<file path="config.mk">
export PLATFORM = sky130hd
export DESIGN_NAME = led_step_tick_gen
export DESIGN_NICKNAME = d
export VERILOG_FILES = /design/src/rtl/led_step_tick_gen.sv
export SDC_FILE = /design/constraint.sdc
export NUM_CORES = 1
export LEC_CHECK = 0
export CORE_MARGIN = 1
export CORE_UTILIZATION = 60
export DETAILED_ROUTE_END_ITERATION = 12
export PLACE_DENSITY = 0.77
export SKIP_LAST_GASP = 1
export SLEW_MARGIN = 0
export SYNTH_ARGS = -nofsm -noshare
export SYNTH_HDL_FRONTEND = slang
export SYNTH_SLANG_ARGS = --single-unit
</file>
<file path="constraint.sdc">
create_clock -name clk -period 4.11 [get_ports clk]
set_clock_uncertainty 0.15 [all_clocks]
set_input_delay 0.822 -clock clk [delete_from_list [all_inputs] [get_ports clk]]
set_output_delay 0.822 -clock clk [all_outputs]
set_load 0.01 [all_outputs]
</file>
<file path="src/rtl/led_step_tick_gen.sv">
// Step-enable generator for the LED shift chain: selectable period timer plus
// debounced pause/resume and single-step buttons, all in the clk domain.
module led_step_tick_gen #(
  parameter int BASE_DIV  = 50_000_000,
  parameter int DB_CYCLES = 500_000,
  parameter int CNT_W     = 26,
  parameter int DB_W      = 19
) (
  input  logic       clk,
  input  logic       rst,
  input  logic [1:0] speed_sel,
  input  logic       btn_pause,
  input  logic       btn_step,
  output logic       step_en,
  output logic       running,
  output logic [7:0] step_count
);

  typedef enum logic {ST_RUN, ST_PAUSE} run_state_t;

  localparam logic [DB_W-1:0] DB_LAST = DB_W'(DB_CYCLES - 1);

  run_state_t       state, state_nxt;
  logic [1:0]       btn_raw, sync1, sync2, stable, stable_d, press;
  logic [DB_W-1:0]  db_cnt [2];
  logic [CNT_W-1:0] cnt, cnt_nxt, per_last;
  logic [31:0]      per_full;
  logic [1:0]       spd_reg, spd_lat, spd_lat_nxt;
  logic             speed_chg, step_nxt, pause_evt, step_evt;
  logic [7:0]       count_nxt;

  assign btn_raw   = {btn_step, btn_pause};
  assign pause_evt = press[0];
  assign step_evt  = press[1];

  // Bit 0 is the pause button, bit 1 the step button; press is a registered rising edge of the debounced level
  always_ff @(posedge clk) begin
    if (rst) begin
      sync1    <= '0;
      sync2    <= '0;
      stable   <= '0;
      stable_d <= '0;
      press    <= '0;
      for (int i = 0; i < 2; i++) db_cnt[i] <= '0;
    end else begin
      sync1    <= btn_raw;
      sync2    <= sync1;
      stable_d <= stable;
      press    <= stable & ~stable_d;
      for (int i = 0; i < 2; i++) begin
        if (sync2[i] != stable[i]) begin
          if (db_cnt[i] == DB_LAST) begin
            stable[i] <= sync2[i];
            db_cnt[i] <= '0;
          end else begin
            db_cnt[i] <= db_cnt[i] + 1'b1;
          end
        end else begin
          db_cnt[i] <= '0;
        end
      end
    end
  end

  assign per_full  = 32'(BASE_DIV) >> spd_lat;
  assign per_last  = CNT_W'(per_full - 32'd1);
  assign speed_chg = (spd_reg != spd_lat);

  // A speed change swallows any expiry in that cycle; resume beats a simultaneous step press
  always_comb begin
    state_nxt   = state;
    cnt_nxt     = cnt;
    spd_lat_nxt = spd_lat;
    step_nxt    = 1'b0;
    if (speed_chg) begin
      spd_lat_nxt = spd_reg;
      cnt_nxt     = '0;
    end
    if (state == ST_RUN) begin
      if (!speed_chg) begin
        if (cnt == per_last) begin
          cnt_nxt  = '0;
          step_nxt = 1'b1;
        end else begin
          cnt_nxt = cnt + 1'b1;
        end
      end
      if (pause_evt) begin
        state_nxt = ST_PAUSE;
        cnt_nxt   = '0;
      end
    end else begin
      cnt_nxt = '0;
      if (pause_evt) state_nxt = ST_RUN;
      else if (step_evt) step_nxt = 1'b1;
    end
    if (step_en) step_nxt = 1'b0;
    count_nxt = step_nxt ? step_count + 8'd1 : step_count;
  end

  always_ff @(posedge clk) begin
    if (rst) begin
      state      <= ST_RUN;
      cnt        <= '0;
      step_en    <= 1'b0;
      step_count <= '0;
      spd_reg    <= speed_sel;
      spd_lat    <= speed_sel;
    end else begin
      state      <= state_nxt;
      cnt        <= cnt_nxt;
      step_en    <= step_nxt;
      step_count <= count_nxt;
      spd_reg    <= speed_sel;
      spd_lat    <= spd_lat_nxt;
    end
  end

  assign running = (state == ST_RUN);

endmodule
</file>
==> results.md <==
* Final cell count without fillers at approximately 590
* Syn Area/Cell at about 10 um2
* HPWL Detailed at between 5 and 6 mm
* RePlAce Congestion at 0.8136
* Post CTS Setup Buffer Count at 0
* Skew-Pair Late Insertion Delay at ~0.35 ns
* Initial antenna violation count at 0
* Final Hold Vio Count at 0
* CTS tree: built
* Gr usage total at 22.26%
* # setup viols final at 0
* TNS Setup at 0 ns
* Layout cells sized above 1 at under 10%
* Vias per cell at between 5 and 6
* WL per Instance at about 12 um
* Synth area leader: edfxtp_1
* Status: finished clean
* Synthesis Warnings at 0
* RSZ-0062 raised after global routing: no
* Most used DFF post-synth: dfxtp_1
* Async SR Flop Fraction at 0%
* Top-level I/O count at 16
* Most flop-heavy register: db_cnt
* First-pass GRT wire length at 12.77 mm
* CTS hold repair buffers at 0
* Inserted Diodes at 0
* Clock Path Buffers at 2
* Tightest Pin Transition at roughly 0.8 ns
* Fin crit share at between 70% and 80%
* Cells after synthesis at 434
* # DRC at 0
* Sequential fraction of the synthesis area at a little over 50%
* Total chip power at between 1500 and 2000 uW
* Clock Root Buffer: clkbuf_8
* Post-cts resize count at 0
* PwrDens at ~340 mW/mm2
* Most common cell after layout, fill and taps aside: nor2_1
* Synth Register Bits at 88
* CP Class: flip-flop to flip-flop
* Die ar. at between 0.007 and 0.008 mm2
* Area growth syn-to-layout at 12.74%
* EDFF count, synth at 40
* Die width at 85.98 um
* HP Class: flip-flop to flip-flop
* Clk pin slew, worst setup/hold paths at 0.08 ns
* Area of the mapped netlist at about 0.0042 mm2
* Die height at roughly 86 um
* Setup crit end kind: flip-flop
* Max FFs per register at 38
* P_leak at 0.001585 uW
* Detail Route Antenna Nets at 0
* Largest net degree at the start of global routing at 26
* Congestion Overflow GR at 0
* CP max FO at 14
* Drt initial violations at slightly below 100
* Fmax at approximately 0.30 GHz
* Initial Util at slightly above 60%
* CTS Buf Count at 9
* Clock Sinks at 88
* Critical Path RT at between 4 and 5 ns
* Pins over their slew limit at 0
* Yosys top cell area share at between 20% and 30%
* Commonest cells after routing, fill and taps aside: nor2_1 (88), dfxtp_1 (48), edfxtp_1 (40)
* Placed cell count at 570
* Fillers at between 500 and 600
* Nets@finish at just under 500
* Top Registers: db_cnt: 38 flops, cnt: 26 flops, step_count: 8 flops
* Vias in the first global route at 2951
* DR pass1 iterations at 5
* Crit path DAT at around 3.4 ns
* Max-Cap Viols at 0
* Startpoint types: flip-flop
* Vias post-DR at between 3000 and 4000
* Synth top area cells: edfxtp_1 (28%), dfxtp_1 (23%), nor2_1 (7.8%), xor2_1 (6.8%), xnor2_1 (6.4%)
* PortBufs at 15
* Max VDD drop at 256.7 uV
* Unique cell type count in the Yosys netlist at 50
* H-tree depth at 3
* Final WL at about 7.3 mm
* Fin crit period at approximately 3.3 ns
* Slew headroom at roughly 45%
* Num rows at 30
* Total core area at 0.006794 mm2
-- layout make-up --
class | instances | area, um2 | share of cell area, %
Clock buffer | 12 | 135.1 | 2.832
Clock inverter | 4 | 45.04 | 0.9441
Inverter | 10 | 37.54 | 0.7868
Multi-Input combinational cell | 360 | 2113 | 44.30
Sequential cell | 88 | 2162 | 45.32
Tap cell | 96 | 120.1 | 2.518
Timing Repair Buffer | 16 | 157.7 | 3.304
-- cells by family (layout without fill, tap and decap cells) --
group | count (synthesis) | count (layout) | synth area share [%]
and+or+nand+nor | 220 | 220 | 26.23
xor gates and xnor gates | 64 | 64 | 13.25
buffers and inverters | 23 | 42 | 2.247
DFF | 88 | 88 | 51.09
adders and majority gates | 5 | 5 | 1.478
AOI/OAI and AO/OA | 27 | 27 | 4.110
muxes | 6 | 6 | 1.508
other | 1 | 38 | 0.08862
-- worst paths after layout --
path / from / end / slack (ns) / cells past startpoint
setup / recovery: spd_lat[0] / step_count[6] / 0.83 / 9
hold / removal: stable_d[1] / press[1] / 0.23 / 1
setup reg to reg: spd_lat[0] / step_count[6] / 0.83 / 9
hold reg to reg: stable_d[1] / press[1] / 0.23 / 1
-- through the flow --
stage / area (um2) / setup WS, ns / utilization [%] / hold WS, ns
floorplan: 4370 / 1.262 / - / 0.2174
global placement: 4591 / 0.9666 / 67.57 / 0.2265
detailed placement: 4591 / 0.8613 / 67.57 / 0.2266
CTS: 4771 / 0.8411 / 70.22 / 0.2362
global route: 4771 / 0.6456 / 70.22 / 0.2520
finish: 4771 / 0.8255 / 70.22 / 0.2349
-- cell usage after synthesis (7+ instances only) --
master    number
xnor2_1       31
dfxtp_1       48
nor2_1        88
and3_1         9
edfxtp_1      40
clkbuf_1       9
nand4_1       17
a21oi_1        7
xor2_1        33
nor2b_1        9
nand3_1       28
inv_1         10
or3_1          9
nand2_1       22
-- layer usage --
layer  up-vias  routed length (um)  global-route usage (%)
met5         -                   0                       0
met4         0                 193                   10.00
met3        14                 237                   7.026
met2        40                3581                   36.58
met1      1417                3310                   26.80
li1       1577                   -                       -
-- critical path, cell delays in order (launching register included) --
cell       delay, ns
edfxtp_1        0.57
nand2b_1        0.25
ha_1            0.22
mux2_1          0.28
or3_1           0.33
a2111oi_1       0.37
nand4_1         0.16
and2_4          0.24
or4_1           0.50
a21oi_1         0.15
-- power breakdown --
part / switching [uW] / internal [uW] / total [uW]
logic: 41.2 / 34.2 / 75.3
registers: 29.1 / 937 / 966
clock network: 280 / 278 / 558
total: 350 / 1250 / 1600
Power figures use the tool's default switching activity.
